File: src/rtl/reg_bus_master_pkg.sv
// reg_bus_master_pkg: shared state encoding, phase counter width and default bus timing
package reg_bus_master_pkg;
  typedef enum logic [1:0] {
    IDLE   = 2'd0,
    SETUP  = 2'd1,
    STROBE = 2'd2,
    HOLD   = 2'd3
  } state_t;
  localparam int PHASE_W = 4;
  localparam int DEF_SETUP = 1;
  localparam int DEF_STROBE = 2;
  localparam int DEF_HOLD = 1;
endpackage

File: src/rtl/bus_phase_timer.sv
// bus_phase_timer: loadable down-counter; last is high in the final cycle of a phase
module bus_phase_timer
  import reg_bus_master_pkg::*;
(
  input  logic               clk,
  input  logic               reset,
  input  logic               load,
  input  logic [PHASE_W-1:0] load_val,
  output logic               last
);
  logic [PHASE_W-1:0] count;
  assign last = count == '0;
  always_ff @(posedge clk)
    if (reset) count <= '0;
    else count <= load ? load_val : (last ? count : count - 1'b1);
endmodule

File: src/rtl/reg_bus_master.sv
// reg_bus_master: single-beat valid/ready initiator for the async register bus with setup/strobe/hold phases
module reg_bus_master
  import reg_bus_master_pkg::*;
#(
  parameter int ADDR_WIDTH    = 16,
  parameter int DATA_WIDTH    = 16,
  parameter int SETUP_CYCLES  = DEF_SETUP,
  parameter int STROBE_CYCLES = DEF_STROBE,
  parameter int HOLD_CYCLES   = DEF_HOLD
) (
  input  logic                  clk,
  input  logic                  reset,
  input  logic                  req_valid,
  output logic                  req_ready,
  input  logic                  req_write,
  input  logic [ADDR_WIDTH-1:0] req_addr,
  input  logic [1:0]            req_be,
  input  logic [DATA_WIDTH-1:0] req_wdata,
  output logic                  resp_valid,
  output logic [DATA_WIDTH-1:0] resp_rdata,
  output logic                  bus_en,
  output logic                  bus_rd,
  output logic                  bus_wr,
  output logic [1:0]            bus_be,
  output logic [ADDR_WIDTH-1:0] bus_addr,
  output logic [DATA_WIDTH-1:0] bus_data_out,
  output logic                  bus_data_oe,
  input  logic [DATA_WIDTH-1:0] bus_data_in
);
  state_t state, state_n;
  logic load, last, accept, is_write, cap;
  logic ready_n, en_n, rd_n, wr_n, oe_n, resp_n;
  logic [PHASE_W-1:0] load_val;
  assign accept = req_valid && req_ready;
  bus_phase_timer u_timer (
    .clk(clk),
    .reset(reset),
    .load(load),
    .load_val(load_val),
    .last(last)
  );
  always_comb begin
    state_n = state;
    load = 1'b0;
    load_val = '0;
    cap = 1'b0;
    ready_n = req_ready;
    en_n = bus_en;
    rd_n = bus_rd;
    wr_n = bus_wr;
    oe_n = bus_data_oe;
    resp_n = 1'b0;
    case (state)
      IDLE: if (accept) begin
        load = 1'b1;
        ready_n = 1'b0;
        en_n = 1'b1;
        oe_n = req_write;
        state_n = SETUP_CYCLES == 0 ? STROBE : SETUP;
        load_val = SETUP_CYCLES == 0 ? PHASE_W'(STROBE_CYCLES - 1) : PHASE_W'(SETUP_CYCLES - 1);
        rd_n = SETUP_CYCLES == 0 && !req_write;
        wr_n = SETUP_CYCLES == 0 && req_write;
      end
      SETUP: if (last) begin
        state_n = STROBE;
        load = 1'b1;
        load_val = PHASE_W'(STROBE_CYCLES - 1);
        rd_n = !is_write;
        wr_n = is_write;
      end
      STROBE: if (last) begin
        state_n = HOLD;
        load = 1'b1;
        load_val = PHASE_W'(HOLD_CYCLES - 1);
        rd_n = 1'b0;
        wr_n = 1'b0;
        cap = !is_write;
      end
      HOLD: if (last) begin
        state_n = IDLE;
        en_n = 1'b0;
        oe_n = 1'b0;
        ready_n = 1'b1;
        resp_n = 1'b1;
      end
      default: state_n = IDLE;
    endcase
  end
  always_ff @(posedge clk) begin
    if (reset) begin
      state <= IDLE;
      req_ready <= 1'b1;
      bus_en <= 1'b0;
      bus_rd <= 1'b0;
      bus_wr <= 1'b0;
      bus_data_oe <= 1'b0;
      resp_valid <= 1'b0;
      resp_rdata <= '0;
      bus_addr <= '0;
      bus_be <= '0;
      bus_data_out <= '0;
      is_write <= 1'b0;
    end else begin
      state <= state_n;
      req_ready <= ready_n;
      bus_en <= en_n;
      bus_rd <= rd_n;
      bus_wr <= wr_n;
      bus_data_oe <= oe_n;
      resp_valid <= resp_n;
      if (accept) begin
        bus_addr <= req_addr;
        bus_be <= req_be;
        bus_data_out <= req_wdata;
        is_write <= req_write;
      end
      if (cap) resp_rdata <= bus_data_in;
    end
  end
endmodule

File: config.mk
export PLATFORM = sky130hd
export DESIGN_NAME = reg_bus_master
export DESIGN_NICKNAME = d
export VERILOG_FILES = /design/src/rtl/reg_bus_master_pkg.sv /design/src/rtl/bus_phase_timer.sv /design/src/rtl/reg_bus_master.sv
export SDC_FILE = /design/constraint.sdc
export NUM_CORES = 1
export LEC_CHECK = 0
export BUFFER_PORTS_ARGS = -buffer_cell sky130_fd_sc_hd__buf_2
export CAP_MARGIN = 20
export CORE_ASPECT_RATIO = 1.75
export CORE_MARGIN = 1
export CORE_UTILIZATION = 40
export DETAILED_ROUTE_END_ITERATION = 10
export HOLD_SLACK_MARGIN = 0.08
export PLACE_DENSITY = 0.69
export SYNTH_ARGS = -nofsm -noshare
export SYNTH_HDL_FRONTEND = slang
export SYNTH_SLANG_ARGS = --single-unit
export TNS_END_PERCENT = 20
File: constraint.sdc
create_clock -name clk -period 4.8 [get_ports clk]
set_clock_uncertainty 0.2 [all_clocks]
set_input_delay 0 -clock clk [delete_from_list [all_inputs] [get_ports clk]]
set_output_delay 0 -clock clk [all_outputs]
set_load 0.01 [all_outputs]
==> results of run 1 <==
[worst reg2reg max path, stage by stage (launching register included)]
cell	delay, ns
dfxtp_1	0.33
inv_1	0.08
ha_1	0.23
or3b_4	0.54
a211oi_4	0.31
mux2i_1	0.21
[worst max-delay path by stage]
stage	startpoint	endpoint	slack, ns
5_1_grt	u_timer.count[0]	bus_wr	2.73
3_5_place_dp	u_timer.count[0]	u_timer.count[0]	2.53
4_1_cts	u_timer.count[0]	u_timer.count[0]	2.51
3_3_place_gp	u_timer.count[0]	u_timer.count[0]	2.62
2_1_floorplan	state[1]	bus_rd	3.09
6_report	u_timer.count[0]	bus_wr	2.83
[sequential cells by signal, summed over array words and instances, names as in the netlist, 2 cells and up]
name	count
bus_addr	16
u_timer.count	4
resp_rdata	16
state	2
bus_data_out	16
bus_be	2
[metal layers]
layer	global-route usage (%)	up-vias	wire length, microns	share of wire, %
li1	-	1351	-	-
met1	23.4	1243	2870	40
met2	36.3	92	3670	52
met3	4.70	20	348	4.9
met4	13.0	0	242	3.4
met5	0	-	0	0
[logic make-up (layout without fill, tap and decap cells)]
kind of cell / count (synthesis) / count (layout) / share of synthesized area [%]
AND/OR/NAND/NOR: 116 / 116 / 20.3
AO/OA/AOI/OAI: 86 / 86 / 19.1
flip-flops: 63 / 63 / 50.2
buffers and inverters: 28 / 192 / 4.88
adder cells (fa/ha/maj): 7 / 7 / 3.49
multiplexers: 5 / 5 / 1.99
[report_power, final]
part           switching, uW  internal (uW)
Sequential              57.2            608
Combinational            404            286
Clock                    200            307
Total                    662           1200
[per-stage QoR]
stage	hold slack (ns)	cell area [sq um]	setup slack (ns)
after floorplan	-0.0640	2510	3.09
after global placement	0.0417	3070	2.62
after detailed placement	0.0469	3070	2.53
after CTS	0.128	3850	2.51
after global routing	0.205	3900	2.73
final	0.147	3900	2.83
[layout make-up]
class	instances	share of cell area, %
Clock buffer	11	3.62
Clock inverter	5	2.08
Inverter	7	0.674
Multi-Input combinational cell	214	29.1
Sequential cell	63	32.3
Tap cell	78	2.50
Timing Repair Buffer	169	29.7
[what timing repair did]
action,4_1_cts,5_1_grt
resized for setup,0,0
buffers inserted,0,0
hold buffers,56,0
hold endpoints to repair,60,0
[synth_stat cells]
cell / number
a211oi_4: 1
a21boi_2: 1
a21oi_1: 57
a21oi_4: 1
a32oi_1: 1
and2_1: 1
and3_1: 1
buf_2: 8
buf_6: 1
clkbuf_1: 12
dfxtp_1: 63
ha_1: 7
inv_1: 6
inv_2: 1
mux2i_1: 5
nand2_1: 77
nand2b_1: 4
nand3_1: 20
nand3b_1: 2
nand4bb_1: 1
nor2_1: 4
nor2b_1: 1
nor3_1: 1
nor3b_1: 1
o2111ai_1: 2
o211ai_1: 1
o21ai_0: 2
o21ai_1: 19
o311ai_0: 1
or2_2: 1
or3_1: 1
or3b_4: 1
==> reports/results.ini, run 1 <==
[outcome]
status=finished, final reports clean

[min_path]
worstHoldEndpoint=resp_valid
worstHoldStart=reset
min_path_cells=2
hold_class=in -> reg

[logic_synthesis]
yosys.cell_types.count=32
synth_top_area_share_pct=50.2
ys_seq_area_share_pct=50.2
synth_area_sq_um=2510
synth_top_cells_by_area=dfxtp_1, nand2_1, a21oi_1
yosys_register_bits=63
synth_top_area_cell=dfxtp_1
avgSynthCellArea_sq_um=8.24
ys_warn_count=0
synth_fp_nets=366
synth_cells=305

[die]
die_w_microns=61.9
pin_count=110
dieArea_sq_um=6610
chipHeight_microns=107
initial_core_util_pct=42.1
core.rowCount=37
fp.coreArea_sq_um=5970

[sta]
relSlewSlack_pct=30.9
slew_viol_final=0
fin_setup_tns_ns=0
final_hold_viol_count=0
clock.fmax_mhz=507
rsz0062_at_grt=false
worst_pin_slew_ns=1.04
finalSetupViolCount=0
fin_crit_ns=1.97
final.period_utilization_pct=41.1

[detailed_routing]
ant_nets=0
wire_per_inst_microns=13.0
drt_wl_total_mm=7.13
vias=2706
first_pass_iters=4
drt_iter0_drc=257
drc_errors=0
vias_per_cell=4.95

[grt]
antenna_found_initial=0
grt_pass1_wl_mm=10.6
grt_pass1_vias=2447
track_usage_pct=21.6
grt_overflow_total=0
grt_start_max_net_pins=57

[setup_path]
max_stage_delay_ns=0.54
reg2reg_slack_ns=2.83
crit_buf_inv=1
crit_chain=inv_1 > ha_1 > or3b_4 > a211oi_4 > mux2i_1
slowest_stage=or3b_4
path_class=reg -> reg
arrival_ns=2.04
rr_worst_depth=5
crit_family=simple AND/OR/NAND/NOR gates
worstSetupStartpointType=flop
r2r_end=bus_wr
worstSetupEndpointType=flop
r2r_start=u_timer.count[0]
crit_fanout=21
required_ns=4.86
cp.depth=5

[placed_design]
dpl.cell_count=472
finalWeightedCongestion=0.838
port_buffers=109
dp_hpwl_mm=4.19

[clocking]
clk_path_buf_depth=2
clk_pin_slew_worst_paths_ns=0.07
cts.sinks=63
cts_tree=done
clock_latency_ns=0.33
cts_max_level=3
ctsRootBufferMaster=clkbuf_8
cts_buffers=9

[cells_and_area]
antennaDiodeCount=0
fillerInstances=474
area_growth_pct=55.3
nNetsFinal=525
seqCellArea_sq_um=1260
multiInputGateArea_sq_um=1130
final_common_cell=buf_2
finalNonFillerCells=547
final_cell_mix=buf_2, nand2_1, dfxtp_1
final_core_util_pct=65.3
drive_above_1_share_pct=28.8

[run]
maxCapViolCount=0

[power]
power_density_nw_per_um2=477
p_leak_uw=0.00175
p_total_uw=1860
irDropWorstVdd_mv=0.312

(Power assumes the default switching activity.)
==> run 2, diff against run 1 <==
- ABC_AREA: unset -> 1
- PLACE_DENSITY: 0.69 -> 0.72
- clock period: 4.8 -> 1.7 ns (I/O delays scaled with it)
==> run 2 against run 1 <==
Critical path depth is 1 higher. Cell count increased by 2.6%. First-iteration DRC count shrank 26%. Fmax grew 23%. Via count fell by 1.4%. Combinational power rose to 2.8 times the previous value. Worst setup slack got worse by 2.7 ns. Critical endpoint is now resp_rdata[8]. Largest cell class unchanged. Highest routed layer unchanged.
==> reports/results.ini, run 2 <==
[cells_and_area]
final_cell_mix=nor2_1, buf_2, dfxtp_1
multiInputGateArea_sq_um=1050  ; -7.3%
stdcell_area_sq_um=3780  ; -3.1%
final_core_util_pct=64.3  ; -1.0 points
final_common_cell=nor2_1
nNetsFinal=539  ; +2.7%
antennaDiodeCount=0  ; unchanged
drive_above_1_share_pct=29.2  ; +0.41 points
reg.largest.list=bus_addr: 16 flops, bus_data_out: 16 flops, resp_rdata: 16 flops
seqCellArea_sq_um=1270  ; +0.40%
area_growth_pct=55.4  ; about the same
fillerInstances=488  ; +3.0%

[logic_synthesis]
synth-simple-area-share_pct=25.9  ; +5.5 points
ys_warn_count=0  ; unchanged
synth_commonest_cells=nor2_1, dfxtp_1, o21ai_0, nand2_1, inv_1
yosys.area_share.adder_pct=3.60  ; +0.11 points
synth-xor-area-share_pct=0.720  ; +0.72 points
synth_top_area_cell=dfxtp_1
yosys.cell_types.count=23  ; -28%
ys_seq_area_share_pct=51.8  ; +1.6 points
synth_edf_count=0  ; unchanged
avgSynthCellArea_sq_um=7.73  ; -6.2%
synth_top_cells_by_area=dfxtp_1, nor2_1, o21ai_0
synth_fp_nets=376  ; +2.7%
async_flop_share_pct=0  ; unchanged
synth_top_area_share_pct=51.8  ; +1.6 points
synth_flop_cell=dfxtp_1
yosysMostFrequentCell=nor2_1
synth-compound-area-share_pct=12.4  ; -6.7 points
synth_top_family_by_area=simple AND/OR/NAND/NOR gates
yosys_register_bits=63  ; unchanged
synth.area.mux_share_pct=0  ; -2.0 points
synth_cells=315  ; +3.3%
synth_area_sq_um=2430  ; -3.1%

[detailed_routing]
first_pass_iters=4  ; unchanged
wl_met2_mm=3.78  ; +2.8%
wire_per_inst_microns=12.5  ; -3.8%
wl_met3_microns=357  ; +2.6%
drt_wl_total_mm=7.04  ; -1.3%
drt_iter0_drc=190  ; -26%
vias_per_cell=4.76  ; -3.9%
drc_errors=0  ; unchanged
wl_met1_mm=2.59  ; -9.7%
ant_nets=0  ; unchanged
top_layer=met4
vias=2668  ; -1.4%

[die]
chipHeight_microns=105  ; -1.5%
dieArea_sq_um=6410  ; -3.1%
fp.coreArea_sq_um=5880  ; -1.6%
core.rowCount=37  ; unchanged
initial_core_util_pct=41.4  ; -0.68 points
die_w_microns=61.0  ; -1.5%
pin_count=110  ; unchanged

[power]
p_sw_uw=1870  ; +180%
p_leak_uw=0.00184  ; +5.4%
swShare_pct=37.3  ; +1.8 points
p_total_uw=5000  ; +170%
internal-power_uw=3130  ; +160%
irDropWorstVdd_mv=0.726  ; +130%
clockPowerShare_pct=21.6  ; -5.6 points
power_density_nw_per_um2=1320  ; +180%
combinationalPowerShare_pct=38.4  ; +1.3 points
pwr-share-seq_pct=40.0  ; +4.3 points

[min_path]
hold_class=in -> reg

[placed_design]
postPlaceCellArea_sq_um=3070  ; -0.20%
dp_hpwl_mm=4.08  ; -2.5%
finalWeightedCongestion=0.860  ; +2.6%
port_buffers=109  ; unchanged

[sta]
final.period_utilization_pct=94.4  ; +53 points
finalSetupViolCount=0  ; unchanged
relSlewSlack_pct=82.9  ; +52 points
rsz0062_at_grt=false
slew_viol_final=0  ; unchanged
fin_setup_tns_ns=0  ; unchanged
worst_pin_slew_ns=0.256  ; -0.781 ns
fin_crit_ns=1.60  ; -0.368 ns
final_hold_viol_count=0  ; unchanged
clock.fmax_mhz=623  ; +23%

[clocking]
clock_latency_ns=0.32  ; about the same
ctsRootBufferMaster=clkbuf_8
cts_tree=done
cts_buffers=9  ; unchanged
post_cts_buffers=0  ; unchanged
cts.sinks=63  ; unchanged
clk_pin_slew_worst_paths_ns=0.07  ; about the same
cts_max_level=3  ; unchanged
clk_path_buf_depth=2  ; unchanged

[run]
maxCapViolCount=0  ; unchanged

[setup_path]
required_ns=1.71  ; -3.15 ns
worstSetupEndpointType=flop
path_class=reg -> reg
arrival_ns=1.62  ; -0.42 ns
worstSetupStartpointType=flop
crit_fanout=10  ; -52%

[grt]
grt_pass1_vias=2455  ; +0.33%
antenna_found_initial=0  ; unchanged
track_usage_pct=22.3  ; +0.78 points
grt_pass1_wl_mm=10.6  ; -0.53%
grt_overflow_total=0  ; unchanged
grt_start_max_net_pins=59  ; +3.5%

[outcome]
status=finished, final reports clean

## run 2: worst max-delay path, stage by stage (launching register included)
cell	delay, ns
dfxtp_2	0.34
inv_1	0.15
ha_4	0.18
nand4_4	0.16
buf_4	0.21
o21ai_0	0.18
nor2_1	0.06
## run 2: cell type report
type | instances | share of cell area [%]
Multi-Input combinational cell | 221 | 27.8
Timing Repair Buffer | 167 | 30.1
Inverter | 16 | 1.65
Sequential cell | 63 | 33.5
Clock inverter | 6 | 0.993
Clock buffer | 10 | 3.38
Tap cell | 78 | 2.58
## run 2: worst paths after layout
kind | start | to | slack [ns] | cells after the start
worst max register to register | state[0] | resp_rdata[8] | 0.1 | 6
worst min-delay path | reset | bus_data_oe | 0.25 | 3
worst max-delay path | state[0] | resp_rdata[8] | 0.1 | 6
worst min register to register | bus_data_oe | bus_data_oe | 0.26 | 2
## run 2: cells by family (layout without fill, tap and decap cells)
group / count (synthesis) / count (layout)
AND/OR/NAND/NOR: 152 / 152
flip-flops: 63 / 63
AO/OA/AOI/OAI: 60 / 60
buffers and inverters: 31 / 199
adder cells (fa/ha/maj): 7 / 7
XOR/XNOR: 2 / 2
## run 2: what timing repair did
action	in CTS	in global routing
gates resized for setup	0	6
hold endpoints to repair	61	0
hold buffers	53	0
setup endpoints to repair	0	18
## run 2: power groups by stage
stage          registers (uW)  clock network [uW]  logic [uW]
3_3_place_gp             2010                   0        1770
6_report                 2000                1080        1920
2_1_floorplan            2130                   0        1110
5_1_grt                  2040                1180        2170
4_1_cts                  1980                1100        1890
3_5_place_dp             2020                   0        1780
## run 2: per-stage QoR
stage                     hold WS [ns]  instances  setup slack (ns)
final                            0.253        561            0.0952
after CTS                        0.235        561            0.0576
after global routing             0.262        561           0.00828
after global placement          0.0447        492             0.125
after floorplan                 -0.131        315             0.213
after detailed placement        0.0487        492            0.0733
## run 2: per-layer routing
layer,vias up,GRT usage (%)
met4,0,13.8
met5,-,0
li1,1331,-
met3,28,6.19
met2,99,39.9
met1,1210,21.1
